`src/rtl/lsram_arb_pkg.sv`:
```
// Shared definitions for the large-SRAM port arbiter: FSM state encoding,
// HSIZE constants and default widths.
package lsram_arb_pkg;

    localparam int unsigned DEF_AHB_DWIDTH = 32;
    localparam int unsigned DEF_ADDR_WIDTH = 20;

    localparam logic [2:0] SZ_BYTE = 3'b000;
    localparam logic [2:0] SZ_HALF = 3'b001;
    localparam logic [2:0] SZ_WORD = 3'b010;

    typedef enum logic [2:0] {
        StIdle   = 3'd0,
        StIssueA = 3'd1,
        StWaitA  = 3'd2,
        StIssueB = 3'd3,
        StWaitB  = 3'd4
    } arb_state_e;

    // True while port B owns the SRAM command port.
    function automatic logic is_b_state(arb_state_e s);
        return (s == StIssueB) || (s == StWaitB);
    endfunction

endpackage

```
`src/rtl/lsram_arb_cmd_hold.sv`:
```
// Per-port command holding register: captures a request pulse, keeps it
// pending until the port's ack, and flags (sticky) any pulse that arrives
// while the port still has an outstanding request.
module lsram_arb_cmd_hold
    import lsram_arb_pkg::*;
#(
    parameter int unsigned AHB_DWIDTH = DEF_AHB_DWIDTH,
    parameter int unsigned ADDR_WIDTH = DEF_ADDR_WIDTH
) (
    input  logic                  HCLK,
    input  logic                  HRESETN,
    input  logic                  req,
    input  logic                  write,
    input  logic [2:0]            size,
    input  logic [ADDR_WIDTH-1:0] addr,
    input  logic [AHB_DWIDTH-1:0] wdata,
    input  logic                  done,
    output logic                  pending,
    output logic                  pending_nxt,
    output logic                  h_write,
    output logic [2:0]            h_size,
    output logic [ADDR_WIDTH-1:0] h_addr,
    output logic [AHB_DWIDTH-1:0] h_wdata,
    output logic                  err
);

    logic                  pending_q;
    logic                  write_q;
    logic [2:0]            size_q;
    logic [ADDR_WIDTH-1:0] addr_q;
    logic [AHB_DWIDTH-1:0] wdata_q;
    logic                  err_q;
    logic                  capture;

    // Pending covers both "waiting for grant" and "in service".
    assign capture     = req & ~pending_q;
    assign pending_nxt = (pending_q & ~done) | capture;

    // Holding register, pending flag and sticky protocol-error flag.
    always_ff @(posedge HCLK or negedge HRESETN) begin
        if (!HRESETN) begin
            pending_q <= 1'b0;
            write_q   <= 1'b0;
            size_q    <= 3'b000;
            addr_q    <= '0;
            wdata_q   <= '0;
            err_q     <= 1'b0;
        end else begin
            pending_q <= pending_nxt;
            if (capture) begin
                write_q <= write;
                size_q  <= size;
                addr_q  <= addr;
                wdata_q <= wdata;
            end
            if (req && pending_q) begin
                err_q <= 1'b1;
            end
        end
    end

    assign pending = pending_q;
    assign h_write = write_q;
    assign h_size  = size_q;
    assign h_addr  = addr_q;
    assign h_wdata = wdata_q;
    assign err     = err_q;

endmodule

```
`src/rtl/lsram_port_arbiter.sv`:
```
// Two-port arbiter in front of the large-SRAM command port. Port A is the
// AHB slave side, port B the DM waveform/DMA engine. BUSY tells the AHB side
// that port B owns or is waiting for the SRAM.
// Optional build macro LSRAM_ARB_ROUND_ROBIN_EN: resolve simultaneous pending
// requests with a 1-bit round-robin pointer instead of fixed B_PRIORITY.
module lsram_port_arbiter
    import lsram_arb_pkg::*;
#(
    parameter int unsigned AHB_DWIDTH = DEF_AHB_DWIDTH,
    parameter int unsigned ADDR_WIDTH = DEF_ADDR_WIDTH,
    parameter int unsigned B_PRIORITY = 1
) (
    input  logic                  HCLK,
    input  logic                  HRESETN,
    input  logic                  a_req,
    input  logic                  a_write,
    input  logic [2:0]            a_size,
    input  logic [ADDR_WIDTH-1:0] a_addr,
    input  logic [AHB_DWIDTH-1:0] a_wdata,
    output logic                  a_ack,
    output logic [AHB_DWIDTH-1:0] a_rdata,
    input  logic                  b_req,
    input  logic                  b_write,
    input  logic [2:0]            b_size,
    input  logic [ADDR_WIDTH-1:0] b_addr,
    input  logic [AHB_DWIDTH-1:0] b_wdata,
    output logic                  b_ack,
    output logic [AHB_DWIDTH-1:0] b_rdata,
    output logic                  mem_req,
    output logic                  mem_write,
    output logic [2:0]            mem_size,
    output logic [ADDR_WIDTH-1:0] mem_addr,
    output logic [AHB_DWIDTH-1:0] mem_wdata,
    input  logic                  mem_ack,
    input  logic [AHB_DWIDTH-1:0] mem_rdata,
    output logic                  BUSY,
    output logic                  proto_err
);

    arb_state_e            state_q, state_d;
    logic                  busy_q, busy_d;
    logic                  pend_a, pend_a_nxt, pend_b, pend_b_nxt;
    logic                  err_a, err_b;
    logic                  hw_a, hw_b;
    logic [2:0]            hs_a, hs_b;
    logic [ADDR_WIDTH-1:0] ha_a, ha_b;
    logic [AHB_DWIDTH-1:0] hd_a, hd_b;
    logic                  want_a, want_b, pick_b;

    lsram_arb_cmd_hold #(
        .AHB_DWIDTH (AHB_DWIDTH),
        .ADDR_WIDTH (ADDR_WIDTH)
    ) u_hold_a (
        .HCLK        (HCLK),
        .HRESETN     (HRESETN),
        .req         (a_req),
        .write       (a_write),
        .size        (a_size),
        .addr        (a_addr),
        .wdata       (a_wdata),
        .done        (a_ack),
        .pending     (pend_a),
        .pending_nxt (pend_a_nxt),
        .h_write     (hw_a),
        .h_size      (hs_a),
        .h_addr      (ha_a),
        .h_wdata     (hd_a),
        .err         (err_a)
    );

    lsram_arb_cmd_hold #(
        .AHB_DWIDTH (AHB_DWIDTH),
        .ADDR_WIDTH (ADDR_WIDTH)
    ) u_hold_b (
        .HCLK        (HCLK),
        .HRESETN     (HRESETN),
        .req         (b_req),
        .write       (b_write),
        .size        (b_size),
        .addr        (b_addr),
        .wdata       (b_wdata),
        .done        (b_ack),
        .pending     (pend_b),
        .pending_nxt (pend_b_nxt),
        .h_write     (hw_b),
        .h_size      (hs_b),
        .h_addr      (ha_b),
        .h_wdata     (hd_b),
        .err         (err_b)
    );

    // A same-cycle pulse counts so IDLE can grant without an extra cycle.
    assign want_a = pend_a | a_req;
    assign want_b = pend_b | b_req;

`ifdef LSRAM_ARB_ROUND_ROBIN_EN
    logic rr_q;  // 0: port A preferred on a tie, 1: port B preferred

    assign pick_b = want_b & (~want_a | rr_q);

    // Point at the other port after each completed grant.
    always_ff @(posedge HCLK or negedge HRESETN) begin
        if (!HRESETN) begin
            rr_q <= 1'b0;
        end else if (a_ack) begin
            rr_q <= 1'b1;
        end else if (b_ack) begin
            rr_q <= 1'b0;
        end
    end
`else
    assign pick_b = want_b & (~want_a | (B_PRIORITY != 0));
`endif

    // Next-state: grant from IDLE, one-cycle issue, wait for SRAM completion.
    always_comb begin
        state_d = state_q;
        unique case (state_q)
            StIdle: begin
                if (want_a || want_b) begin
                    state_d = pick_b ? StIssueB : StIssueA;
                end
            end
            StIssueA: state_d = StWaitA;
            StWaitA:  if (mem_ack) state_d = StIdle;
            StIssueB: state_d = StWaitB;
            StWaitB:  if (mem_ack) state_d = StIdle;
            default:  state_d = StIdle;
        endcase
    end

    assign busy_d = pend_b_nxt | is_b_state(state_d);

    // FSM state and registered BUSY.
    always_ff @(posedge HCLK or negedge HRESETN) begin
        if (!HRESETN) begin
            state_q <= StIdle;
            busy_q  <= 1'b0;
        end else begin
            state_q <= state_d;
            busy_q  <= busy_d;
        end
    end

    // mem_ack outside WAIT_x is ignored by construction.
    assign a_ack   = (state_q == StWaitA) & mem_ack;
    assign b_ack   = (state_q == StWaitB) & mem_ack;
    assign a_rdata = a_ack ? mem_rdata : '0;
    assign b_rdata = b_ack ? mem_rdata : '0;
    assign mem_req = (state_q == StIssueA) | (state_q == StIssueB);

    // SRAM command fields come from the owner's holding register; 0 when idle.
    always_comb begin
        mem_write = 1'b0;
        mem_size  = 3'b000;
        mem_addr  = '0;
        mem_wdata = '0;
        if (state_q == StIssueA || state_q == StWaitA) begin
            mem_write = hw_a;
            mem_size  = hs_a;
            mem_addr  = ha_a;
            mem_wdata = hd_a;
        end else if (is_b_state(state_q)) begin
            mem_write = hw_b;
            mem_size  = hs_b;
            mem_addr  = ha_b;
            mem_wdata = hd_b;
        end
    end

    assign BUSY      = busy_q;
    assign proto_err = err_a | err_b;

endmodule

```
`config.mk`:
```
export PLATFORM = sky130hd
export DESIGN_NAME = lsram_port_arbiter
export DESIGN_NICKNAME = d
export VERILOG_FILES = /design/src/rtl/lsram_arb_pkg.sv /design/src/rtl/lsram_arb_cmd_hold.sv /design/src/rtl/lsram_port_arbiter.sv
export SDC_FILE = /design/constraint.sdc
export NUM_CORES = 1
export LEC_CHECK = 0
export BUFFER_PORTS_ARGS = -buffer_cell sky130_fd_sc_hd__buf_2
export CAP_MARGIN = 0
export CORE_MARGIN = 2
export CORE_UTILIZATION = 30
export CTS_CLUSTER_SIZE = 14
export DETAILED_ROUTE_END_ITERATION = 10
export HOLD_SLACK_MARGIN = 0.06
export SLEW_MARGIN = 20
export SYNTH_ARGS = -nofsm -noshare
export SYNTH_HDL_FRONTEND = slang
export SYNTH_SLANG_ARGS = --single-unit
export TNS_END_PERCENT = 50
```
`constraint.sdc`:
```
create_clock -name HCLK -period 1.4 [get_ports HCLK]
set_input_delay 0.14 -clock HCLK [delete_from_list [all_inputs] [get_ports HCLK]]
set_output_delay 0.14 -clock HCLK [all_outputs]
set_load 0.02 [all_outputs]
```
# Word-level counts from Yosys, hierarchy flattened
# Index checks and enable logic that the tools add are counted.
dict set report word_totals {
  register_bits 120
  latch_bits 0
  ramBits 0
  rom_bits 0
  inputBits 149
  out_inout_bits 125
  wordCells 59
  mem_count 0
}
dict set report op_classes {
  addsub 0
  multipliers 0
  n_div 0
  magnitude_cmp 0
  eq_ne 6
  shift 0
  n_mux 14
  bitwise 17
  n_reduce_logical 8
}
# op count
set ops {}
lappend ops {{$mux 32} 4}
lappend ops {{$mux 20} 2}
lappend ops {{$mux 3} 4}
lappend ops {{$pmux 3 s4} 1}
lappend ops {{$eq 3x2->1 const B} 3}
lappend ops {{$or 1x1->1} 7}
lappend ops {{$and 1x1->1} 6}
lappend ops {{$eq 3x3->1 const B} 2}
lappend ops {{$logic_or 1x1->1} 4}
lappend ops {{$not 1->1} 4}
lappend ops {{$eq 3x1->1 const B} 1}
lappend ops {{$logic_not 3->1} 1}
lappend ops {{$logic_and 1x1->1} 2}
lappend ops {{$mux 1} 2}
lappend ops {{$mux 2} 1}
lappend ops {{$reduce_or 2->1} 1}

# Depth between registers and ports, before layout
dict set report logic_depth {
  depth_word 7
  ltp_mapped 5
  depth_no_buf 3
}

# Cells and area by module
# A second synthesis with hierarchy kept.
dict set report unflattened {
  cells_unflattened 614
  area_unflattened_um2 7536.0
}
# mod instances cells_per_inst area_each_um2 seq_area_each_um2
set by_module_without_submodules {}
lappend by_module_without_submodules {lsram_arb_cmd_hold 2 124 2353.5 1451.4}
lappend by_module_without_submodules {lsram_port_arbiter 1 366 2829.0 100.1}

# Least setup slack after synthesis
# No wires, ideal clock.
dict set report synth_timing {
  kind {register -> output}
  from {reg state_q[0]}
  to {out a_rdata[23]}
  t_arrival_ps 1553
  setup_slack_ps -293
  path_stages_with_launch 5
  cell_sequence {dfrtp_1 -> nand2b_1 -> nor3b_2 -> clkbuf_1 -> and2_1}
}
dict set report synth_via {
  elab_chain_cells 3
}
# element line_no
set synth_lines {}
lappend synth_lines {{start, declared} lsram_port_arbiter.sv:40} ;# arb_state_e state_q, state_d;
lappend synth_lines {{start signal, assigned} lsram_port_arbiter.sv:137} ;# state_q <= StIdle;
lappend synth_lines {{start signal, assigned} lsram_port_arbiter.sv:140} ;# state_q <= state_d;
lappend synth_lines {{$eq 3x2->1} lsram_port_arbiter.sv:146} ;# assign a_ack = (state_q == StWaitA) & mem_ack;
lappend synth_lines {{$and 1x1->1} lsram_port_arbiter.sv:146}
lappend synth_lines {{named net a_ack} lsram_port_arbiter.sv:20} ;# output logic a_ack,
lappend synth_lines {{$mux 32} lsram_port_arbiter.sv:148} ;# assign a_rdata = a_ack ? mem_rdata : '0;
lappend synth_lines {{end, declared} lsram_port_arbiter.sv:21} ;# output logic [AHB_DWIDTH-1:0] a_rdata,
# The timed path passes the listed nets, and every way through them passes these cells.

# Worst setup path after layout
dict set report layout_timing {
  from {reg state_q[0]}
  to {out mem_wdata[27]}
}
dict set report layout_via {
  elab_chain_cells 4
  elab_cells_between_ends 8
  classes_between {eq/ne (4); mux (2); reduce/logical (2)}
}
# element line_no
set layout_lines {}
lappend layout_lines {{$eq 3x2->1 or $eq 3x3->1 (tied branches)} lsram_arb_pkg.sv:22} ;# return (s == StIssueB) || (s == StWaitB);
lappend layout_lines {{$logic_or 1x1->1} lsram_arb_pkg.sv:22}
lappend layout_lines {{$mux 32} lsram_port_arbiter.sv:163} ;# end else if (is_b_state(state_q)) begin
lappend layout_lines {{$mux 32 *} lsram_port_arbiter.sv:158} ;# if (state_q == StIssueA || state_q == StWaitA) begin
lappend layout_lines {{end, declared} lsram_port_arbiter.sv:33} ;# output logic [AHB_DWIDTH-1:0] mem_wdata,
# Every way passes the cells marked *; elsewhere a longest branch is shown, timed or not.

==> flow_summary.ini <==
[status]
outcome = finished, violations left
violations = negative setup slack

[logic_synthesis]
synth-seq-area-share_pct = 54.8
avgSynthCellArea_sq_um = 13.5
synth-seq-cells = 120
synthDistinctLibCells = 23
synth.yosys.warnings = 0
syn_nets = 555
syn_area_sq_um = 5480
syn_inst = 406

[power]
internal-power_mw = 16.3
swShare_pct = 35.9
power_frac_seq_pct = 25.3
comb_power_share_pct = 57.2
ir_worst_vdd_mv = 1.50
p_leak_nw = 4.95
p_clk_share_pct = 17.6
p_per_area_nw_per_um2 = 2440
p_sw_mw = 9.12

[worst_setup_path]
criticalPathCategory = reg -> out
max_stage_delay_ps = 400
cp_common_cell = buf_4
cp_max_fo = 13
required_ps = 1260
cp_cell_sequence = buf_4 -> nand3b_1 -> nand2_4 -> buf_4 -> buf_12 -> a22o_4 -> buf_4
arrival_ps = 1910
cp-start-kind = flop
reg2reg_depth = 5
end_kind = output pin
crit_slowest_cell = dfrtp_1

[timing]
period_needed_ps = 2050
max_slew.worst_pin.slew_ps = 403
clock_skew_ps = 6.25
tns_ps = -71160
finalCritPeriodShare_pct = 147
timing.fmax_ghz = 0.487
relSlewSlack_pct = 72.4
rsz0062_at_grt = true
report.final.slew_viol_count = 0
hold_viol = 0
setup_viol = 125
layout_setup_ws_ps = -653
holdWs_ps = 316

[routing]
drc = 0
postRouteAntennaNets = 0
drt-initial-drc-count = 153
vias = 4940
vias_per_cell = 4.65
wl_microns = 19400
avgRoutedWirePerCell_microns = 18.2
drtPass1Iterations = 4

[run]
drv_cap = 0

[clock_tree]
numCtsBuffers = 17
root_buffer = clkbuf_16
cts_tree = yes
path_clk_slew_ps = 50
clkLatencyLatePin_ps = 410
cts_sinks = 120
cts.path.max_buffers = 2
htree_levels = 4

[grt]
grt_max_degree = 61
grt_use_total_pct = 19.0
met3_usage_pct = 6.25
grt_pass1_wl_microns = 29000
overflow = 0
met2_usage_pct = 33.1
grt-busiest-layer = met2
grtUsageMet1_pct = 22.6
antenna_found_initial = 0
grt_pass1_vias = 5448

[die]
die_area_sq_um = 19400
die_x_microns = 139
fp.dieH_microns = 139
num_rows = 49
io_pins = 274
start_util_pct = 30.5
coreArea_sq_um = 18000

[placement]
dp_slack_ps = -269
numPortBuffers = 273
place_congestion = 0.884
dp_hpwl_microns = 11700

[final_layout]
area_growth_pct = 89.9
num_antenna_cells = 0
final_common_cell = buf_2
fillers = 1371
num-nets-final = 970
final_cell_mix = buf_2 (155), dfrtp_1 (120), dlygate4sd3_1 (116), mux2_2 (112), buf_6 (77)
drive_above_1_share_pct = 64.5

[hold_path]
hold_class = in -> async
-- timing repair --
action                                  4_1_cts  5_1_grt
gates resized for setup                     123      102
hold endpoints to repair                    237        0
pin swaps                                     4        8
gates cloned                                  4        5
hold buffers                                116        0
buffers inserted                              6        4
endpoints found under the setup margin      125      126
-- synthesized netlist by cell type --
cell type	count	area share, %
mux2_2	112	23
buf_6	4	0.82
a21oi_1	3	0.27
dfrtp_1	120	55
or3b_1	1	0.16
nor3b_2	1	0.23
nand2b_1	2	0.23
a21o_1	2	0.27
and4bb_2	1	0.23
a22o_1	56	8.9
o21ai_0	1	0.091
a2111oi_0	1	0.16
buf_2	18	1.6
nand3b_1	1	0.14
nand2_1	1	0.068
o22a_1	1	0.16
nor2b_1	3	0.34
nor2_1	3	0.21
and2_1	64	7.3
buf_4	1	0.14
or2_2	2	0.23
clkbuf_1	7	0.48
nor3_1	1	0.091
-- power groups by stage --
stage / combinational (mW) / sequential [mW] / clock [mW]
final: 14.5 / 6.42 / 4.47
after CTS: 13.3 / 6.39 / 4.57
after floorplan: 7.87 / 6.13 / 0
after detailed placement: 10.9 / 6.44 / 0
after global routing: 15.2 / 6.63 / 4.76
after global placement: 10.7 / 6.35 / 0
-- cells by family after synthesis --
group	after synthesis	synth area share [%]
flip-flops	120	54.8
multiplexers	112	23.0
AND/OR/NAND/NOR	80	9.22
AO/OA/AOI/OAI	64	9.91
buffers and inverters	30	3.08
-- per-layer routing --
| layer | vias up | wire [microns] |
|---|---|---|
| met5 | - | 0 |
| met4 | 0 | 314 |
| met3 | 27 | 1100 |
| met2 | 156 | 9950 |
| met1 | 2461 | 7990 |
| li1 | 2296 | - |
-- state kept, by name, indices dropped and copies added (netlist names) --
signal and cells:
u_hold_a.h_wdata 32, u_hold_b.h_wdata 32, u_hold_a.h_addr 20, u_hold_b.h_addr 20, state_q 3, u_hold_a.h_size 3, u_hold_b.h_size 3, BUSY 1
u_hold_a.err 1, u_hold_a.h_write 1, u_hold_a.pending 1, u_hold_b.err 1, u_hold_b.h_write 1, u_hold_b.pending 1
-- per-stage QoR --
stage | power [mW] | cell area (sq um) | util [%] | instances
global route | 26.6 | 10400 | 58.0 | 1063
floorplan | 14.0 | 5890 | - | 406
detailed placement | 17.3 | 7690 | 42.8 | 897
CTS | 24.3 | 9980 | 55.6 | 1055
finish | 25.4 | 10400 | 58.0 | 1063
global placement | 17.0 | 7690 | 42.8 | 897
-- final timing paths --
check	start	endpoint	slack (ps)
worst min register to register	u_hold_a.err	u_hold_a.err	450
min in group HCLK	mem_ack	u_hold_b.pending	320
worst max register to register	state_q[1]	BUSY	-160
max in group asynchronous	HRESETN	state_q[2]	790
worst min-delay path	HRESETN	u_hold_b.h_wdata[26]	320
worst max-delay path	state_q[0]	mem_wdata[27]	-650
-- critical path, delay by kind of cell (launching register included) --
family	cells	cell delay [ps]
flops	1	400
simple gates	2	240
compound gates	1	260
buf+inv	4	590
-- cell type report --
class / count / area [sq um] / share of cell area (%)
flip-flops and latches: 120 / 3000 / 28.8
multi-input cells: 256 / 2830 / 27.2
clock buffers: 25 / 485 / 4.66
clock inverters: 7 / 116 / 1.12
well taps: 229 / 287 / 2.75
repair buffers: 426 / 3690 / 35.5
(Power assumes the default switching activity.)
